`config.mk`:
```
export PLATFORM = sky130hd
export DESIGN_NAME = note_sine_gen
export DESIGN_NICKNAME = d
export VERILOG_FILES = /design/src/rtl/note_sine_gen.sv
export SDC_FILE = /design/constraint.sdc
export NUM_CORES = 1
export LEC_CHECK = 0
export ABC_AREA = 1
export CORE_AREA = 2 2 100 126
export CTS_CLUSTER_DIAMETER = 200
export DETAILED_ROUTE_END_ITERATION = 8
export DIE_AREA = 0 0 102 128
export SETUP_SLACK_MARGIN = 0.5
export SLEW_MARGIN = 40
export SYNTH_ARGS = -nofsm -noshare
export SYNTH_HDL_FRONTEND = slang
export SYNTH_SLANG_ARGS = --single-unit
```
`constraint.sdc`:
```
create_clock -name CLK -period 2.8 [get_ports CLK]
set_clock_uncertainty 0.05 [all_clocks]
set_input_delay 0.42 -clock CLK [delete_from_list [all_inputs] [get_ports CLK]]
set_output_delay 0.42 -clock CLK [all_outputs]
set_load 0.1 [all_outputs]
```
`src/rtl/note_sine_gen.sv`:
```
// Purpose: note index + on/off strobes -> 8-bit offset-binary sine stream (phase accumulator, quarter-wave LUT).
// Latency: SAMPLE/SAMPLE_VALID are registered and appear one clock after the internal sample tick.
// Backpressure: none; strobes are taken as they come and the sample pulse cannot be stalled.
module note_sine_gen #(
  parameter int CLK_HZ     = 10_000_000,
  parameter int SAMPLE_DIV = 256,
  parameter int PHASE_W    = 16
) (
  input  logic       CLK,
  input  logic       RST_N,
  input  logic [5:0] NOTE,
  input  logic       NOTE_ON,
  input  logic       NOTE_OFF,
  output logic [7:0] SAMPLE,
  output logic       SAMPLE_VALID,
  output logic       ACTIVE
);

  localparam int CNT_W = (SAMPLE_DIV > 1) ? $clog2(SAMPLE_DIV) : 1;
  localparam logic [CNT_W-1:0] CNT_LAST = CNT_W'(SAMPLE_DIV - 1);

  typedef enum logic [1:0] {
    ST_IDLE,
    ST_PLAY,
    ST_RELEASE
  } state_t;

  // Phase increment for note n (0 = C2). Top-octave frequencies are kept in
  // millihertz and divided down by octave, so the whole derivation is
  // integer-only and evaluated once at elaboration.
  function automatic logic [PHASE_W-1:0] calc_inc(input int n);
    longint f5_mhz;
    longint num;
    longint den;
    int     oct;
    case (n % 12)
      0:       f5_mhz = 523251;
      1:       f5_mhz = 554365;
      2:       f5_mhz = 587330;
      3:       f5_mhz = 622254;
      4:       f5_mhz = 659255;
      5:       f5_mhz = 698456;
      6:       f5_mhz = 739989;
      7:       f5_mhz = 783991;
      8:       f5_mhz = 830609;
      9:       f5_mhz = 880000;
      10:      f5_mhz = 932328;
      11:      f5_mhz = 987767;
      default: f5_mhz = 0;
    endcase
    oct = (n / 12 > 3) ? 3 : n / 12;
    num = f5_mhz * (longint'(1) << PHASE_W) * longint'(SAMPLE_DIV);
    den = (longint'(CLK_HZ) * longint'(1000)) << (3 - oct);
    return PHASE_W'((num + den / 2) / den);
  endfunction

  // First quadrant of the sine, sampled at bin centres so the four
  // quadrants mirror without a repeated point: round(127*sin(pi/2*(k+0.5)/64)).
  function automatic logic [6:0] qw_lut(input logic [5:0] k);
    logic [6:0] v;
    case (k)
      6'd0:  v = 7'd2;    6'd1:  v = 7'd5;    6'd2:  v = 7'd8;    6'd3:  v = 7'd11;
      6'd4:  v = 7'd14;   6'd5:  v = 7'd17;   6'd6:  v = 7'd20;   6'd7:  v = 7'd23;
      6'd8:  v = 7'd26;   6'd9:  v = 7'd29;   6'd10: v = 7'd32;   6'd11: v = 7'd35;
      6'd12: v = 7'd38;   6'd13: v = 7'd41;   6'd14: v = 7'd44;   6'd15: v = 7'd47;
      6'd16: v = 7'd50;   6'd17: v = 7'd53;   6'd18: v = 7'd56;   6'd19: v = 7'd58;
      6'd20: v = 7'd61;   6'd21: v = 7'd64;   6'd22: v = 7'd67;   6'd23: v = 7'd69;
      6'd24: v = 7'd72;   6'd25: v = 7'd74;   6'd26: v = 7'd77;   6'd27: v = 7'd79;
      6'd28: v = 7'd82;   6'd29: v = 7'd84;   6'd30: v = 7'd86;   6'd31: v = 7'd89;
      6'd32: v = 7'd91;   6'd33: v = 7'd93;   6'd34: v = 7'd95;   6'd35: v = 7'd97;
      6'd36: v = 7'd99;   6'd37: v = 7'd101;  6'd38: v = 7'd103;  6'd39: v = 7'd105;
      6'd40: v = 7'd106;  6'd41: v = 7'd108;  6'd42: v = 7'd110;  6'd43: v = 7'd111;
      6'd44: v = 7'd113;  6'd45: v = 7'd114;  6'd46: v = 7'd115;  6'd47: v = 7'd117;
      6'd48: v = 7'd118;  6'd49: v = 7'd119;  6'd50: v = 7'd120;  6'd51: v = 7'd121;
      6'd52: v = 7'd122;  6'd53: v = 7'd123;  6'd54: v = 7'd124;  6'd55: v = 7'd124;
      6'd56: v = 7'd125;  6'd57: v = 7'd125;  6'd58: v = 7'd126;  6'd59: v = 7'd126;
      default: v = 7'd127;
    endcase
    return v;
  endfunction

  // Increment ROM; entries 48..63 are unreachable because invalid notes are never latched.
  logic [PHASE_W-1:0] inc_rom [64];
  for (genvar g = 0; g < 64; g++) begin : g_inc_rom
    localparam logic [PHASE_W-1:0] INC_V = (g < 48) ? calc_inc(g) : '0;
    assign inc_rom[g] = INC_V;
  end

  state_t             state;
  state_t             state_nxt;
  logic [CNT_W-1:0]   tick_cnt;
  logic               tick;
  logic [PHASE_W-1:0] phase;
  logic [PHASE_W-1:0] phase_nxt;
  logic [PHASE_W-1:0] inc;
  logic [PHASE_W-1:0] inc_nxt;
  logic [PHASE_W-1:0] phase_sum;
  logic               carry;
  logic [7:0]         phase_top;
  logic [5:0]         lut_idx;
  logic [6:0]         mag;
  logic [7:0]         sine_val;
  logic [7:0]         sample_nxt;
  logic               vld_nxt;
  logic               on_evt;
  logic               off_evt;

  assign tick      = (tick_cnt == CNT_LAST);
  assign on_evt    = NOTE_ON & (NOTE < 6'd48);
  // A release only counts when no note-on shares the cycle.
  assign off_evt   = NOTE_OFF & ~NOTE_ON;
  assign {carry, phase_sum} = {1'b0, phase} + {1'b0, inc};
  assign phase_top = phase[PHASE_W-1 -: 8];
  assign ACTIVE    = (state != ST_IDLE);

  // Free-running sample-rate divider; note events never touch it.
  always_ff @(posedge CLK or negedge RST_N) begin
    if (!RST_N) begin
      tick_cnt <= '0;
    end else if (tick) begin
      tick_cnt <= '0;
    end else begin
      tick_cnt <= tick_cnt + CNT_W'(1);
    end
  end

  // Fold the phase onto the quarter-wave table and apply the half-wave sign.
  always_comb begin
    lut_idx  = phase_top[6] ? ~phase_top[5:0] : phase_top[5:0];
    mag      = qw_lut(lut_idx);
    sine_val = phase_top[7] ? (8'd128 - {1'b0, mag}) : (8'd128 + {1'b0, mag});
  end

  // Next state, phase, increment and sample; a tick always uses the increment already latched.
  always_comb begin
    state_nxt  = state;
    phase_nxt  = phase;
    inc_nxt    = inc;
    sample_nxt = SAMPLE;
    vld_nxt    = 1'b0;
    case (state)
      ST_IDLE: begin
        phase_nxt  = '0;
        sample_nxt = 8'd128;
        if (on_evt) begin
          inc_nxt   = inc_rom[NOTE];
          state_nxt = ST_PLAY;
        end
      end
      ST_PLAY: begin
        if (tick) begin
          sample_nxt = sine_val;
          vld_nxt    = 1'b1;
          phase_nxt  = phase_sum;
        end
        if (on_evt) begin
          inc_nxt = inc_rom[NOTE];
        end else if (off_evt) begin
          state_nxt = ST_RELEASE;
        end
      end
      ST_RELEASE: begin
        if (tick) begin
          sample_nxt = sine_val;
          vld_nxt    = 1'b1;
          phase_nxt  = phase_sum;
          // Stop at the end of the cycle unless a new note-on keeps it going.
          if (carry && !on_evt) begin
            phase_nxt = '0;
            state_nxt = ST_IDLE;
          end
        end
        if (on_evt) begin
          inc_nxt   = inc_rom[NOTE];
          state_nxt = ST_PLAY;
        end
      end
      default: begin
        state_nxt = ST_IDLE;
      end
    endcase
  end

  // State and datapath registers.
  always_ff @(posedge CLK or negedge RST_N) begin
    if (!RST_N) begin
      state        <= ST_IDLE;
      phase        <= '0;
      inc          <= '0;
      SAMPLE       <= 8'd128;
      SAMPLE_VALID <= 1'b0;
    end else begin
      state        <= state_nxt;
      phase        <= phase_nxt;
      inc          <= inc_nxt;
      SAMPLE       <= sample_nxt;
      SAMPLE_VALID <= vld_nxt;
    end
  end

endmodule

```
==> impl_metrics.env, run 1 <==
export IMPL_startpoint_type="flip-flop"
export IMPL_max_cap_violations=0
export IMPL_layout_drive_gt1_share_pct=20.9
export IMPL_crit_buf_inv=2
export IMPL_grt_busiest_layer="met2"
export IMPL_hold_viol=0
export IMPL_worstReg2RegEnd="SAMPLE[6]$_DFFE_PN0P_"
export IMPL_place_hpwl_mm=7.64
export IMPL_yosysTopAreaCell="dfrtp_1"
export IMPL_yosys_mux_area_fraction_pct=0
export IMPL_pre_cts_ws_ps=208
export IMPL_async_reset_ff_share_pct=100
export IMPL_synth_top_family_by_area="simple AND/OR/NAND/NOR gates"
export IMPL_finalWorstSetupSlack_ps=548
export IMPL_grt_ovfl_total=0
export IMPL_yosysWarnings=0
export IMPL_insertedDiodeCount=0
export IMPL_setup_violations=0
export IMPL_drv_slew=0
export IMPL_r2r_cells=16
export IMPL_cp_common_cell="nand2_1"
export IMPL_worst_path_max_delay_cell="dfrtp_2"
export IMPL_cts_buffers_inserted=5
export IMPL_synthTopCellsByArea="dfrtp_1 (28%), nand2_1 (15%), ha_1 (10%), nand3_1 (6.7%), inv_1 (5.7%)"
export IMPL_synth_edff_count=0
export IMPL_synthSimpleGateAreaFrac_pct=31.2
export IMPL_slew_headroom_pct=61.2
export IMPL_synth_compound_area_share_pct=15.6
export IMPL_cts_sinks=46
export IMPL_start_util_pct=33.2
export IMPL_worst_pin_slew_ps=582
export IMPL_path_clk_slew_ps=70
export IMPL_clk_insertion_delay_late_ps=290
export IMPL_yosysMostFrequentCell="nand2_1"
export IMPL_avgRoutedWirePerCell_um=13.2
export IMPL_path_delay_family="simple AND/OR/NAND/NOR gates"
export IMPL_globalRouteMet3Util_pct=1.80
export IMPL_critPathKind="reg2reg"
export IMPL_p_leak_nw=2.30
export IMPL_critPathMaxStageDelay_ps=450
export IMPL_r2r_start="phase[14]$_DFFE_PN0P_"
export IMPL_finalCritPeriodShare_pct=80.4
export IMPL_end_kind="flip-flop"
export IMPL_drtAntennaViolNets=0
export IMPL_final_nets=655
export IMPL_ys_seq_elements=46
export IMPL_synth_xor_xnor_area_share_pct=4.20
export IMPL_num_vias=3844
export IMPL_gp_congestion=0.952
export IMPL_drcViolationCount=0
export IMPL_tritoncts="yes"
export IMPL_grt_pass1_wl_mm=17.2
export IMPL_status="complete, no violations"
export IMPL_setup_tns_ps=0
export IMPL_avgSynthCellArea_um2=6.87
export IMPL_io_pins=20
export IMPL_yosysTopAreaCellShare_pct=28.4
export IMPL_required_ps=2940
export IMPL_cts_buffer_depth=2
export IMPL_final_util_pct=40.5
export IMPL_grt_max_degree=47
export IMPL_htreeDepth=2
export IMPL_power_density_mw_per_mm2=743
export IMPL_area_delta_synth_final_pct=22.0
export IMPL_synthDistinctLibCells=40
export IMPL_synthesis_area_mm2=0.00396
export IMPL_synth_fa_ha_area_share_pct=10.9
export IMPL_antenna_found_initial=0
export IMPL_dr_pass1_iters=6
export IMPL_dp_cells=754
export IMPL_ys_seq_area_share_pct=29.1
export IMPL_dieArea_mm2=0.0131
export IMPL_synthFlopType="dfrtp_1"
export IMPL_grtUsageTotal_pct=16.0
export IMPL_fin_cells=776
export IMPL_stdcell_area_mm2=0.00483
export IMPL_use_met2_pct=29.2
export IMPL_rsz0062_at_grt="true"
export IMPL_initialDrtViolationCount=148
export IMPL_dieHeight_um=128
export IMPL_worstPathCellList="clkinv_4 -> nand2_4 -> nand2_8 -> buf_6 -> ha_4 -> nand3b_1 -> nand3_1 -> nand3_1 -> nand2_1 -> nand2_2 -> nor2_2 -> nand3_2 -> nand2_1 -> nand2_1 -> nand3_1 -> nand2_1"
export IMPL_ir_drop_uv=265
export IMPL_total_power_mw=3.59
export IMPL_first_global_vias=3915
export IMPL_yosys_top_cells_count="nand2_1 (159), inv_1 (60), nand3_1 (53)"
export IMPL_post_route_min_period_ps=2250
export IMPL_arrival_ps=2390
export IMPL_fillers=1270
export IMPL_crit_path_max_fanout=7
export IMPL_fp_coreArea_mm2=0.0119
export IMPL_placed_area_mm2=0.00434
export IMPL_holdWs_ps=73.7
export IMPL_synth_nets=621
export IMPL_max_freq_mhz=444
export IMPL_min_path_type="in2async"
export IMPL_die_w_um=102
export IMPL_finalWirelength_mm=10.2
export IMPL_vias_per_cell=4.95
export IMPL_r2r_setup_slack_ps=550
export IMPL_met1_usage_pct=17.9
export IMPL_synthCells=577
export IMPL_cts_root_buffer="clkbuf_16"
export IMPL_io_buffers=19
export IMPL_placementRows=45
==> metal layers <==
layer	share of wire (%)	vias to the layer above	wire length (µm)
li1	-	1957	-
met1	41	1787	4220
met2	53	67	5420
met3	2.2	33	221
met4	3.4	0	345
met5	0	-	0
==> worst max path at each step <==
stage / startpoint / end / slack [ps] / depth (start not counted)
final: phase[14]$_DFFE_PN0P_ / SAMPLE[6]$_DFFE_PN0P_ / 550 / 16
after global routing: phase[14]$_DFFE_PN0P_ / SAMPLE[5]$_DFFE_PN0P_ / 410 / 17
after CTS: phase[14]$_DFFE_PN0P_ / SAMPLE[2]$_DFFE_PN0P_ / 500 / 17
after detailed placement: phase[14]$_DFFE_PN0P_ / SAMPLE[2]$_DFFE_PN0P_ / 210 / 15
after global placement: phase[14]$_DFFE_PN0P_ / SAMPLE[6]$_DFFE_PN0P_ / 260 / 18
after floorplan: phase[14]$_DFFE_PN0P_ / SAMPLE[2]$_DFFE_PN0P_ / 520 / 17
==> where the power goes <==
group | switching, mW | internal, mW | total [mW] | leakage [nW]
Combinational | 1.30 | 0.805 | 2.11 | 1.63
Clock | 0.255 | 0.331 | 0.586 | 0.0740
Sequential | 0.104 | 0.794 | 0.898 | 0.597
Total | 1.66 | 1.93 | 3.59 | 2.30
==> worst register-to-register path: stages (launching register included) <==
cell      delay, ps
dfrtp_2         450
clkinv_4        130
nand2_4         110
nand2_8          70
buf_6           140
ha_4            150
nand3b_1        170
nand3_1         100
nand3_1          90
nand2_1          80
nand2_2         100
nor2_2          180
nand3_2         100
nand2_1          60
nand2_1          60
nand3_1          70
nand2_1          50
==> cells by family (layout without fill, tap and decap cells) <==
family / after synthesis / in the layout
compound gates: 110 / 110
xor+xnor: 19 / 19
fa+ha+maj: 34 / 34
buf+inv: 86 / 120
flops: 46 / 46
simple gates: 282 / 283
==> layout make-up <==
class / instances / area, µm² / area share (%)
tap: 164 / 205 / 4.25
timing repair buffer: 43 / 353 / 7.30
inverter: 69 / 272 / 5.62
multi-input combinational: 446 / 2710 / 56.0
clock buffer: 5 / 125 / 2.59
clock inverter: 3 / 18.8 / 0.388
sequential: 46 / 1150 / 23.9
==> cells in the final DEF, fill, tap and decap left out, types with 9 or more instances in the layout <==
| cell | n |
|---|---|
| dfrtp_1 | 44 |
| xnor2_1 | 9 |
| a21oi_1 | 29 |
| nand3_1 | 42 |
| nor2_1 | 33 |
| o21ai_1 | 14 |
| xor2_1 | 10 |
| buf_4 | 33 |
| inv_2 | 11 |
| nand3_2 | 11 |
| nand2_1 | 147 |
| nand2_2 | 22 |
| o21ai_0 | 34 |
| ha_1 | 22 |
| inv_1 | 54 |
==> flip-flops by register name, summed over array words and instances (netlist names) <==
register,cells
state,2
SAMPLE,8
SAMPLE_VALID,1
phase,16
inc,11
tick_cnt,8
==> repair_timing <==
action	CTS	global route
setup endpoints to repair	23	30
resized for setup	11	58
pin swaps	5	33
hold buffers	0	0
buffers inserted	4	9
cloned	1	0
(Power assumes the default switching activity.)
==> run 2: changes to the inputs <==
clock period = 1.9 ns   (was 2.8 ns; I/O delays follow)
==> run 2 against run 1 <==
  * The run now ends with setup timing left
  * Sequential power rose by 53%
  * Clock-buffer cell count did not move
  * Via count rose by 19%
  * Final area rose by 35%
==> impl_metrics.env, run 2 (synthesis results as in run 1) <==
export IMPL_status="complete, but fails checks"
export IMPL_violations="setup timing"
export IMPL_critPathLaunch="phase[0]$_DFFE_PN0P_"
export IMPL_antenna_found_initial=0
export IMPL_cts_buffer_depth=2
export IMPL_critPathKind="reg2reg"
export IMPL_setup_violations=26
export IMPL_finalWorstSetupSlack_ps=-270
export IMPL_placementRows=45
export IMPL_avgRoutedWirePerCell_um=14.1
export IMPL_met1_usage_pct=18.8
export IMPL_fp_coreArea_mm2=0.0119
export IMPL_max_freq_mhz=461
export IMPL_io_buffers=19
export IMPL_critical_path_endpoint="phase[14]$_DFFE_PN0P_"
export IMPL_p_leak_nw=3.09
export IMPL_setup_tns_ps=-5450
export IMPL_r2r_start="phase[0]$_DFFE_PN0P_"
export IMPL_grt_ovfl_total=0
export IMPL_cts_root_buffer="clkbuf_16"
export IMPL_use_met2_pct=39.9
export IMPL_grt_max_degree=43
export IMPL_htreeDepth=2
export IMPL_grt_pass1_wl_mm=20.8
export IMPL_post_route_min_period_ps=2170
export IMPL_finalWirelength_mm=12.9
export IMPL_hold_viol=0
export IMPL_globalRouteMet3Util_pct=2.84
export IMPL_io_pins=20
export IMPL_end_kind="flip-flop"
export IMPL_reg_top3="phase (16), inc (11)"
export IMPL_total_power_mw=6.86
export IMPL_cts_sinks=46
export IMPL_start_util_pct=33.2
export IMPL_fillers=1130
export IMPL_drv_slew=0
export IMPL_grt_busiest_layer="met2"
export IMPL_rsz0062_at_grt="true"
export IMPL_num_vias=4557
export IMPL_area_delta_synth_final_pct=65.1
export IMPL_insertedDiodeCount=0
export IMPL_largest_register="phase"
export IMPL_layout_commonest_cell="buf_4"
export IMPL_arrival_ps=2290
export IMPL_layout_common_cells="buf_4 (142), nand2_1 (134), dfrtp_1 (42)"
export IMPL_slew_headroom_pct=78.6
export IMPL_grtUsageTotal_pct=19.9
export IMPL_vias_per_cell=4.96
export IMPL_worstReg2RegEnd="phase[14]$_DFFE_PN0P_"
export IMPL_min_path_type="in2async"
export IMPL_finalCritPeriodShare_pct=114
export IMPL_dr_pass1_iters=4
export IMPL_required_ps=2020
export IMPL_dieHeight_um=128
export IMPL_gp_congestion=0.954
export IMPL_final_nets=798
export IMPL_drtAntennaViolNets=0
export IMPL_dieArea_mm2=0.0131
export IMPL_crit_path_max_fanout=2
export IMPL_r2r_cells=12
export IMPL_clk_insertion_delay_late_ps=300
export IMPL_ir_drop_uv=516
export IMPL_first_global_vias=4676
export IMPL_startpoint_type="flip-flop"
export IMPL_pre_cts_ws_ps=-347
export IMPL_layout_drive_gt1_share_pct=47.8
export IMPL_largest_reg_flops=16
export IMPL_r2r_setup_slack_ps=-270
export IMPL_place_hpwl_mm=9.02
export IMPL_initialDrtViolationCount=160
export IMPL_max_cap_violations=0
export IMPL_die_w_um=102
export IMPL_drcViolationCount=0
export IMPL_cts_buffers_inserted=5
export IMPL_worst_pin_slew_ps=318
export IMPL_power_density_mw_per_mm2=1050
export IMPL_path_clk_slew_ps=70
export IMPL_tritoncts="yes"
run 2: worst max-delay path, cell delays in order (launching register included):
cell	delay (ps)
dfrtp_1	390
ha_2	200
fa_2	380
nand3_2	90
nand2_4	60
nand3_2	70
nand3_2	90
buf_4	150
buf_4	120
buf_4	130
nand3_2	50
xor2_1	170
o22ai_1	90
run 2: per-layer routing:
metal | vias to the layer above | wire, µm | part of all wire (%)
li1 | 2255 | - | -
met1 | 2152 | 4650 | 36
met2 | 101 | 7340 | 57
met3 | 49 | 301 | 2.3
met4 | 0 | 651 | 5.0
met5 | - | 0 | 0
run 2: final cells by class:
type	count	area (µm²)	area share [%]
Inverter	69	297	4.53
Clock inverter	3	21.3	0.325
Clock buffer	5	125	1.91
Multi-Input combinational cell	445	3150	48.1
Sequential cell	46	1160	17.7
Timing Repair Buffer	187	1590	24.3
Tap cell	164	205	3.14
run 2: how the worst min path moves through the flow:
stage	start	end	slack [ps]	cells past startpoint
floorplan	RST_N	SAMPLE[0]$_DFFE_PN0P_	-60	0
global placement	RST_N	SAMPLE[3]$_DFFE_PN0P_	90	1
detailed placement	RST_N	SAMPLE[3]$_DFFE_PN0P_	90	1
CTS	RST_N	SAMPLE[3]$_DFFE_PN0P_	300	2
global route	RST_N	SAMPLE[3]$_DFFE_PN0P_	330	2
finish	RST_N	SAMPLE[3]$_DFFE_PN0P_	300	2
run 2: per-stage QoR:
| step | utilization, % | instances | cell area (µm²) | hold WS (ps) |
|---|---|---|---|---|
| final | 54.8 | 919 | 6540 | 300 |
| after global routing | 54.8 | 919 | 6540 | 328 |
| after CTS | 51.9 | 907 | 6190 | 301 |
| after detailed placement | 45.3 | 861 | 5410 | 90.8 |
| after global placement | 45.3 | 861 | 5410 | 90.9 |
| after floorplan | - | 577 | 4190 | -60.6 |
run 2: repair_timing:
action                                  4_1_cts  5_1_grt
pin swaps                                    41       39
endpoints found under the setup margin       42       44
setup buffers                                34       12
gates resized for setup                     125       72
gates cloned                                  3        0
hold endpoints to repair                      4        0
hold buffers                                  1        0
run 2: where the power goes:
group          leakage (nW)  total [mW]  internal (mW)  switching, mW
Clock                0.0698       0.893          0.488          0.405
Combinational          2.43        4.60           2.19           2.41
Sequential            0.594        1.37           1.17          0.194
Total                  3.09        6.86           3.85           3.01
